$ cat src/rtl/rstn_seq_pkg.sv
// ============================================================================
//  Module      : rstn_seq_pkg
//  Description : Shared types, default parameters and width helper for the
//                reset-release sequencer.
//  Revision    : 1.0 - initial release
// ============================================================================
`default_nettype none

package rstn_seq_pkg;

    typedef enum logic [1:0] {
        IDLE    = 2'd0,
        HOLD    = 2'd1,
        RELEASE = 2'd2
    } state_t;

    localparam int c_DEF_N_OUT       = 4;
    localparam int c_DEF_HOLD_CYCLES = 16;
    localparam int c_DEF_STAGE_GAP   = 4;
    localparam int c_DEF_FILT        = 3;

    // Counter must hold the larger of the two terminal counts.
    function automatic int cnt_width(input int a, input int b);
        return $clog2(((a > b) ? a : b) + 1);
    endfunction

endpackage

`default_nettype wire

$ cat src/rtl/rstn_req_filter.sv
// ============================================================================
//  Module      : rstn_req_filter
//  Description : Two-flop synchronizer and run-length filter for the external
//                reset request; emits a single-cycle accept per high run.
//  Revision    : 1.0 - initial release
// ============================================================================
`default_nettype none

module rstn_req_filter
    import rstn_seq_pkg::*;
#(
    parameter int FILT = c_DEF_FILT
) (
    input  logic CK,
    input  logic R,
    input  logic REQ_EXT,
    output logic ACCEPT
);

    localparam int                 c_RUN_W   = $clog2(FILT + 1);
    localparam logic [c_RUN_W-1:0] c_RUN_MAX = c_RUN_W'(FILT);
    localparam logic [c_RUN_W-1:0] c_RUN_ARM = c_RUN_W'(FILT - 1);
    localparam logic [c_RUN_W-1:0] c_RUN_ONE = c_RUN_W'(1);

    logic               r_sync1;
    logic               r_sync2;
    logic [c_RUN_W-1:0] r_run;

    always_ff @(posedge CK) begin
        if (R) begin
            r_sync1 <= 1'b0;
            r_sync2 <= 1'b0;
            r_run   <= '0;
        end else begin
            r_sync1 <= REQ_EXT;
            r_sync2 <= r_sync1;
            // Saturating at FILT keeps a held-high request from re-accepting.
            if (!r_sync2) begin
                r_run <= '0;
            end else if (r_run != c_RUN_MAX) begin
                r_run <= r_run + c_RUN_ONE;
            end
        end
    end

    // Accept fires on the edge where the run count steps to FILT.
    assign ACCEPT = r_sync2 && (r_run == c_RUN_ARM);

endmodule

`default_nettype wire

$ cat src/rtl/rstn_release_seq.sv
// ============================================================================
//  Module      : rstn_release_seq
//  Description : Merges power-on, external and software reset sources into a
//                hold-then-staggered-release sequence on active-low RN pins.
//  Revision    : 1.0 - initial release
// ============================================================================
`default_nettype none

module rstn_release_seq
    import rstn_seq_pkg::*;
#(
    parameter int N_OUT       = c_DEF_N_OUT,
    parameter int HOLD_CYCLES = c_DEF_HOLD_CYCLES,
    parameter int STAGE_GAP   = c_DEF_STAGE_GAP,
    parameter int FILT        = c_DEF_FILT
) (
    input  logic             CK,
    input  logic             R,
    input  logic             REQ_EXT,
    input  logic             SW_REQ,
    output logic             SW_ACK,
    output logic [N_OUT-1:0] RN,
    output logic             BUSY
);

    localparam int                 c_CNT_W     = cnt_width(HOLD_CYCLES, STAGE_GAP);
    localparam int                 c_IDX_W     = $clog2(N_OUT + 1);
    localparam logic [c_CNT_W-1:0] c_HOLD_LAST = c_CNT_W'(HOLD_CYCLES - 1);
    localparam logic [c_CNT_W-1:0] c_GAP_LAST  = c_CNT_W'(STAGE_GAP - 1);
    localparam logic [c_CNT_W-1:0] c_CNT_ONE   = c_CNT_W'(1);
    localparam logic [c_IDX_W-1:0] c_IDX_LAST  = c_IDX_W'(N_OUT - 1);
    localparam logic [c_IDX_W-1:0] c_IDX_ONE   = c_IDX_W'(1);

    state_t             r_state;
    logic [c_CNT_W-1:0] r_cnt;
    logic [c_IDX_W-1:0] r_idx;
    logic               r_sw_pend;
    logic               r_sw_ack;
    logic               r_busy;
    logic [N_OUT-1:0]   r_rn;

    state_t             w_state;
    logic [c_CNT_W-1:0] w_cnt;
    logic [c_IDX_W-1:0] w_idx;
    logic               w_sw_pend;
    logic               w_sw_ack;
    logic [N_OUT-1:0]   w_rn;
    logic [N_OUT-1:0]   w_idx_onehot;
    logic               w_accept;
    logic               w_trig;

    rstn_req_filter #(
        .FILT    (FILT)
    ) u_req_filter (
        .CK      (CK),
        .R       (R),
        .REQ_EXT (REQ_EXT),
        .ACCEPT  (w_accept)
    );

    assign w_trig = SW_REQ | w_accept;

    for (genvar gi = 0; gi < N_OUT; gi++) begin : g_onehot
        assign w_idx_onehot[gi] = (r_idx == c_IDX_W'(gi));
    end

    always_ff @(posedge CK) begin
        if (R) begin
            r_state   <= HOLD;
            r_cnt     <= '0;
            r_idx     <= '0;
            r_sw_pend <= 1'b0;
            r_sw_ack  <= 1'b0;
            r_busy    <= 1'b1;
            r_rn      <= '0;
        end else begin
            r_state   <= w_state;
            r_cnt     <= w_cnt;
            r_idx     <= w_idx;
            r_sw_pend <= w_sw_pend;
            r_sw_ack  <= w_sw_ack;
            r_busy    <= ~&w_rn;
            r_rn      <= w_rn;
        end
    end

    always_comb begin
        w_state   = r_state;
        w_cnt     = r_cnt;
        w_idx     = r_idx;
        w_sw_pend = r_sw_pend;
        w_sw_ack  = 1'b0;
        w_rn      = r_rn;

        // A trigger pre-empts completion, so sw_pend survives a collision.
        if (w_trig) begin
            w_state   = HOLD;
            w_cnt     = '0;
            w_idx     = '0;
            w_rn      = '0;
            w_sw_pend = r_sw_pend | SW_REQ;
        end else begin
            case (r_state)
                HOLD: begin
                    if (r_cnt == c_HOLD_LAST) begin
                        w_rn[0] = 1'b1;
                        w_cnt   = '0;
                        w_idx   = c_IDX_ONE;
                        if (N_OUT == 1) begin
                            w_state   = IDLE;
                            w_sw_ack  = r_sw_pend;
                            w_sw_pend = 1'b0;
                        end else begin
                            w_state = RELEASE;
                        end
                    end else begin
                        w_cnt = r_cnt + c_CNT_ONE;
                    end
                end
                RELEASE: begin
                    if (r_cnt == c_GAP_LAST) begin
                        w_rn  = r_rn | w_idx_onehot;
                        w_idx = r_idx + c_IDX_ONE;
                        w_cnt = '0;
                        if (r_idx == c_IDX_LAST) begin
                            w_state   = IDLE;
                            w_sw_ack  = r_sw_pend;
                            w_sw_pend = 1'b0;
                        end
                    end else begin
                        w_cnt = r_cnt + c_CNT_ONE;
                    end
                end
                IDLE: begin
                    w_rn = '1;
                end
                default: begin
                    w_state = HOLD;
                    w_cnt   = '0;
                    w_idx   = '0;
                    w_rn    = '0;
                end
            endcase
        end
    end

    assign RN     = r_rn;
    assign BUSY   = r_busy;
    assign SW_ACK = r_sw_ack;

endmodule

`default_nettype wire

$ cat config.mk
export PLATFORM = sky130hd
export DESIGN_NAME = rstn_release_seq
export DESIGN_NICKNAME = d
export VERILOG_FILES = /design/src/rtl/rstn_seq_pkg.sv /design/src/rtl/rstn_req_filter.sv /design/src/rtl/rstn_release_seq.sv
export SDC_FILE = /design/constraint.sdc
export NUM_CORES = 1
export LEC_CHECK = 0
export ABC_CLOCK_PERIOD_IN_PS = 3500
export CAP_MARGIN = 20
export CORE_ASPECT_RATIO = 0.75
export CORE_MARGIN = 8
export CORE_UTILIZATION = 50
export CTS_CLUSTER_DIAMETER = 200
export DETAILED_ROUTE_END_ITERATION = 16
export PLACE_DENSITY_LB_ADDON = 0.25
export SLEW_MARGIN = 20
export SYNTH_ARGS = -nofsm -noshare
export SYNTH_HDL_FRONTEND = slang
export SYNTH_SLANG_ARGS = --single-unit
export TNS_END_PERCENT = 100
$ cat constraint.sdc
create_clock -name CK -period 3.5 [get_ports CK]
set_clock_uncertainty 0.05 [all_clocks]
set_input_delay 0.7 -clock CK [delete_from_list [all_inputs] [get_ports CK]]
set_output_delay 0.7 -clock CK [all_outputs]
set_load 0.01 [all_outputs]
==> flow_summary.yaml, run 1 <==
yosys:
  synth_edf_count: 0
  yosysWarnings: 0
  synthSimpleGateAreaFrac_pct: 23.35
  ys_seq_elements: 21
  synthAdderAreaFrac_pct: 14.86
  synth_ff_type: "dfxtp_1"
  synth-xor-area-share_pct: 0.7431
  yosys.area.top_type: "dfxtp_1"
  yosys-top-cells-area: "dfxtp_1 (36%), ha_1 (15%), a21oi_1 (5.1%)"
  syn_area_sq_um: 1179
  synth_top_family_by_area: "simple AND/OR/NAND/NOR gates"
  syn_inst: 131
  ys_seq_area_share_pct: 35.67
  synth_cell_types: 38
  async_reset_ff_share_pct: 0
  synthMuxAreaShare_pct: 2.123
  syn_nets: 149
  synth.top_cell.area_share_pct: 35.67
  synth_area_per_cell_sq_um: 8.997
  synth-compound-area-share_pct: 18.26
status:
  outcome: "finished clean"
hold_path:
  min_to: "SW_ACK"
  min_path_cells: 2
  worstHoldStart: "r_sw_pend"
  hold_path_class: "register to register"
layout:
  area_growth_pct: 11.68
  n_antenna_cell: 0
  final_cell_count_no_fill: 173
  fill_cells: 220
  final_nets: 158
  final_core_util_pct: 57.96
  multi_input_area_sq_um: 699.4
  seq_area_sq_um: 420.4
  drive_gt1_share_pct: 6.475
cts:
  ctsHoldBuffers: 0
  cts_buffers: 3
  cts_resized: 0
  clockRootBuffer: "clkbuf_4"
  cts_sinks: 21
  htree_levels: 1
  cts_setup_buffers: 0
  cts_tree: "built"
  clk_latency_ns: 0.31
  path_clk_slew_ns: 0.12
  clockBufferDepth: 2
worst_setup_path:
  rr_worst_depth: 6
  crit_chain: "clkdlybuf4s50_1 -> a211o_1 -> or4_1 -> a21oi_1 -> a31o_2"
  max_stage_delay_ns: 0.52
  cp_max_fo: 11
  reg2reg_to: "BUSY"
  crit_start: "R"
  crit_family: "compound AO/OA/AOI/OAI gates"
  end_kind: "register"
  start_kind: "primary input"
  crit_arrival_ns: 2.45
  r2r_slack_ns: 1.44
  worstSetupPathType: "primary input to register"
  cp.required_ns: 3.71
  crit_slowest_cell: "or4_1"
  crit_buf_inv: 1
  regToRegStartpoint: "r_state[0]"
sta:
  max_slew_margin_pct: 40.98
  finalWorstSetupSlack_ns: 1.266
  min_period_ns: 2.234
  min_period_over_period_pct: 63.82
  rsz0062_at_grt: "false"
  tightestPinTransition_ns: 0.8800
  finalMaxSlewViolations: 0
  setup_violations: 0
  max_clock_freq_mhz: 447.7
  tns_ns: 0
  finalHoldViolations: 0
floorplan:
  coreArea_sq_um: 2271
  row_count: 15
  ios: 10
  die_h_um: 58.05
  start_util_pct: 51.90
  fp.dieW_um: 72.06
  dieArea_sq_um: 4183
power:
  cellPowerDensity_nw_per_um2: 288.3
  total_power_w: 0.0003794
  p_leak_nw: 0.5029
  vdd_drop_max_uv: 172.8
place:
  port_buffers: 9
  dpl.hpwl_mm: 1.835
  place.gp.congestion: 0.7753
  pre_cts_slack_ns: 0.9319
  dp.cells: 169
route:
  drt_wl_total_mm: 2.459
  drtIter0Drc: 50
  vias: 939
  dr.pass1.iters: 4
  routed_via_density: 5.428
  antenna_left: 0
  route.detailed.drc: 0
  wire_per_inst_um: 14.21
global_route:
  grt_pass1_wl_mm: 4.077
  gr-total-overflow: 0
  grt_start_max_net_pins: 17
  grt_usage_pct: 12.42
  antenna_found_initial: 0
  grt_pass1_vias: 862
job:
  drv_cap: 0
==> registers in the layout, summed over array words and instances (netlist names) <==
name / cells
RN: 4
u_req_filter.r_sync1: 1
r_cnt: 5
r_sw_pend: 1
BUSY: 1
u_req_filter.r_sync2: 1
SW_ACK: 1
u_req_filter.r_run: 2
r_state: 2
r_idx: 3
==> layout make-up <==
| cell class | instances | share of cell area, % |
|---|---|---|
| Clock buffer | 4 | 1.996 |
| Inverter | 10 | 2.852 |
| Multi-Input combinational cell | 95 | 53.14 |
| Sequential cell | 21 | 31.94 |
| Tap cell | 34 | 3.232 |
| Timing Repair Buffer | 9 | 6.844 |
==> worst register-to-register path: cells and delay by family (launching register included) <==
kind / cells / cell delay, ns
fa+ha+maj: 1 / 0.57
simple gates: 3 / 0.45
compound gates: 1 / 0.41
flops: 1 / 0.35
buf+inv: 1 / 0.10
==> how the worst max path moves through the flow <==
stage | depth (start not counted) | slack (ns) | to
after detailed placement | 4 | 0.93 | r_state[0]
after global routing | 4 | 1.16 | r_state[0]
final | 5 | 1.27 | r_cnt[3]
after CTS | 4 | 1.27 | r_state[0]
after global placement | 5 | 1.01 | r_cnt[3]
after floorplan | 7 | 1.64 | r_state[0]
==> cell usage after synthesis (3+ instances only) <==
library cell,number
nand2_1,11
nor2_1,7
clkbuf_1,3
nand3_1,9
nand2b_1,4
nor2b_1,4
dfxtp_1,21
ha_1,14
a21oi_1,12
o21ai_0,3
inv_1,10
==> metal layers <==
| layer | up-vias | part of all wire [%] | track usage [%] | routed length, um |
|---|---|---|---|---|
| met4 | 0 | 0.61 | 2.609 | 15 |
| li1 | 477 | - | - | - |
| met3 | 2 | 3.5 | 3.614 | 87 |
| met1 | 442 | 47 | 14.98 | 1166 |
| met5 | - | 0 | 0 | 0 |
| met2 | 18 | 48 | 21.18 | 1189 |
==> where the power goes <==
part           internal, W  switching, W  leakage, nW
Clock            0.0000445     0.0000746       0.0150
Sequential        0.000242    0.00000242        0.170
Combinational   0.00000752    0.00000807        0.318
Total             0.000294     0.0000851        0.503
==> placed cells by master (no fill, tap or decap) <==
cell type | synthesis | routed
a211oi_4 | 1 | 1
a2bb2oi_1 | 1 | 1
nand2_1 | 11 | 11
a21oi_1 | 12 | 12
o21a_1 | 2 | 2
dfxtp_1 | 21 | 21
a211oi_1 | 1 | 1
xor2_1 | 1 | 1
nor4b_4 | 1 | 1
nor3_1 | 2 | 2
nor3b_1 | 1 | 1
and2b_1 | 1 | 1
o21ai_0 | 3 | 3
nand3_1 | 9 | 9
o221a_2 | 1 | 1
a21o_1 | 1 | 1
or3_1 | 1 | 1
clkbuf_4 | 0 | 3
inv_1 | 10 | 10
nand2b_1 | 4 | 4
ha_1 | 14 | 14
clkbuf_1 | 3 | 1
nor4b_1 | 1 | 1
nor2_1 | 7 | 7
a21boi_0 | 1 | 1
or4b_4 | 1 | 1
nor2b_1 | 4 | 4
mux2i_1 | 1 | 1
a311oi_1 | 2 | 2
mux2_4 | 1 | 1
a32o_1 | 1 | 1
nand3b_1 | 2 | 2
a31o_2 | 1 | 1
a211o_1 | 2 | 2
clkdlybuf4s50_1 | 0 | 9
or4_1 | 1 | 1
nand4_1 | 2 | 2
o2bb2ai_1 | 1 | 1
==> through the flow <==
| step | cell area [sq um] | hold slack [ns] |
|---|---|---|
| 3_3_place_gp | 1290 | 0.3819 |
| 2_1_floorplan | 1179 | 0.3601 |
| 4_1_cts | 1316 | 0.3929 |
| 3_5_place_dp | 1290 | 0.3703 |
| 6_report | 1316 | 0.3941 |
| 5_1_grt | 1316 | 0.4030 |
==> kinds of logic (layout without fill, tap and decap cells) <==
logic type,count (synthesis),after routing
simple gates,48,48
compound gates,30,30
flops,21,21
buf+inv,15,23
fa+ha+maj,14,14
mux,2,2
xor+xnor,1,1
No activity file was read; power rests on OpenSTA's default activity.
==> run 2: changes to the inputs <==
--- a/config.mk
+++ b/config.mk
@@ -5,7 +5,7 @@
 export SDC_FILE = /design/constraint.sdc
 export NUM_CORES = 1
 export LEC_CHECK = 0
-export ABC_CLOCK_PERIOD_IN_PS = 3500
+export ABC_CLOCK_PERIOD_IN_PS = 1900
 export CAP_MARGIN = 20
 export CORE_ASPECT_RATIO = 0.75
 export CORE_MARGIN = 8
==> constraint.sdc (replaced) <==
create_clock -name CK -period 1.9 [get_ports CK]
set_clock_uncertainty 0.05 [all_clocks]
set_input_delay 0.38 -clock CK [delete_from_list [all_inputs] [get_ports CK]]
set_output_delay 0.38 -clock CK [all_outputs]
set_load 0.01 [all_outputs]
==> run 2 against run 1 <==
Net effect:
- global-route usage increased by 1.1 points
- register-to-register slack got worse by 1.3 ns
- critical path type is now register to register
- non-clock buffer count increased by 18
- largest power group unchanged
- sequential share of layout area decreased by 3.7 points
==> flow_summary.yaml, run 2 (synthesized netlist as in run 1, its figures left out) <==
status:
  outcome: "finished clean"
place:
  pre_cts_slack_ns: -0.01999
  dpl.hpwl_mm: 2.096
  place_area_sq_um: 1418
  port_buffers: 9
  place.gp.congestion: 0.8265
sta:
  max_slew_margin_pct: 77.73
  finalWorstSetupSlack_ns: 0.09635
  min_period_over_period_pct: 94.93
  finalMaxSlewViolations: 0
  whs_ns: 0.3986
  min_period_ns: 1.804
  max_clock_freq_mhz: 554.4
  finalHoldViolations: 0
  tightestPinTransition_ns: 0.3340
  setup_violations: 0
cts:
  htree_levels: 1
  clk_latency_ns: 0.31
  clockBufferDepth: 2
  cts_sinks: 21
  clockRootBuffer: "clkbuf_4"
  ctsHoldBuffers: 0
  path_clk_slew_ns: 0.12
  cts_tree: "built"
  cts_buffers: 3
global_route:
  antenna_found_initial: 0
  grt_usage_pct: 13.56
  grt_pass1_vias: 991
  grt_pass1_wl_mm: 4.547
  grt_start_max_net_pins: 13
  gr-total-overflow: 0
worst_setup_path:
  cp.required_ns: 2.06
  cp_max_fo: 5
  start_kind: "register"
  crit_arrival_ns: 1.96
  worstSetupPathType: "register to register"
  end_kind: "register"
route:
  vias: 1013
  route.detailed.drc: 0
  drtIter0Drc: 60
  antenna_left: 0
  dr.pass1.iters: 4
  drt_wl_total_mm: 2.766
  wire_per_inst_um: 14.48
  routed_via_density: 5.304
floorplan:
  dieArea_sq_um: 4183
  die_h_um: 58.05
  start_util_pct: 51.90
  fp.dieW_um: 72.06
  ios: 10
  row_count: 15
  coreArea_sq_um: 2271
layout:
  regMostFlops: "r_cnt"
  fill_cells: 193
  final_nets: 176
  n_antenna_cell: 0
  fin_area_sq_um: 1505
  largest_reg_flops: 5
  layout_common_cells: "buf_4 (18), dfxtp_1 (17), ha_1 (13)"
  drive_gt1_share_pct: 25.48
  area_growth_pct: 27.71
  layout_commonest_cell: "buf_4"
power:
  p_leak_nw: 0.6007
  vdd_drop_max_uv: 314.5
  total_power_w: 0.0007141
  cellPowerDensity_nw_per_um2: 474.4
job:
  drv_cap: 0
hold_path:
  hold_path_class: "register to register"
run 2: area by class of cell:
class | instances | area, sq um | share of cell area [%]
Multi-Input combinational cell | 95 | 747.0 | 49.63
Sequential cell | 21 | 425.4 | 28.26
Timing Repair Buffer | 27 | 225.2 | 14.96
Tap cell | 34 | 42.54 | 2.826
Inverter | 10 | 37.54 | 2.494
Clock buffer | 3 | 22.52 | 1.496
Clock inverter | 1 | 5.005 | 0.3325
run 2: final timing paths:
| path | startpoint | endpoint | slack [ns] | cells past startpoint |
|---|---|---|---|---|
| max | r_cnt[1] | r_state[0] | 0.1 | 7 |
| min | r_sw_pend | SW_ACK | 0.40 | 2 |
| max reg2reg | r_cnt[1] | r_state[0] | 0.1 | 7 |
| min reg2reg | r_sw_pend | SW_ACK | 0.40 | 2 |
run 2: what timing repair did:
action / 4_1_cts / 5_1_grt
resized for setup: 1 / 12
setup endpoints to repair: 3 / 9
setup buffers: 0 / 1
pin swaps: 1 / 5
run 2: critical path: stages (launching register included):
cell and delay, ns:
dfxtp_2 0.37, ha_4 0.14, nand3_2 0.08, inv_1 0.07, ha_1 0.15, and2b_2 0.26
a211o_1 0.28, mux2_4 0.30
run 2: power by group:
group | switching, W | internal, W | leakage (nW)
Combinational | 0.0000184 | 0.0000239 | 0.411
Clock | 0.000142 | 0.0000788 | 0.0177
Sequential | 0.00000476 | 0.000447 | 0.172
Total | 0.000165 | 0.000550 | 0.601
run 2: per-stage QoR:
step | setup TNS (ns) | util, % | instances
finish | 0 | 66.28 | 191
global route | -0.005548 | 66.28 | 191
CTS | 0 | 63.69 | 190
detailed placement | -0.01999 | 62.42 | 186
global placement | 0 | 62.42 | 186
floorplan | 0 | - | 131
run 2: per-layer routing:
| layer | GRT usage (%) | routed length [um] | vias to the layer above |
|---|---|---|---|
| met5 | 0 | 0 | - |
| li1 | - | - | 511 |
| met2 | 23.36 | 1338 | 18 |
| met1 | 16.53 | 1303 | 482 |
| met3 | 3.787 | 116 | 2 |
| met4 | 2.029 | 8 | 0 |
==> run 3: changes to the inputs <==
--- a/config.mk
+++ b/config.mk
@@ -12,6 +12,7 @@
 export CORE_UTILIZATION = 50
 export CTS_CLUSTER_DIAMETER = 200
 export DETAILED_ROUTE_END_ITERATION = 16
+export HOLD_SLACK_MARGIN = 0.05
 export PLACE_DENSITY_LB_ADDON = 0.25
 export SLEW_MARGIN = 20
 export SYNTH_ARGS = -nofsm -noshare
==> results of run 3 <==
Final layout, timing and power as in run 2 (identical DEF).
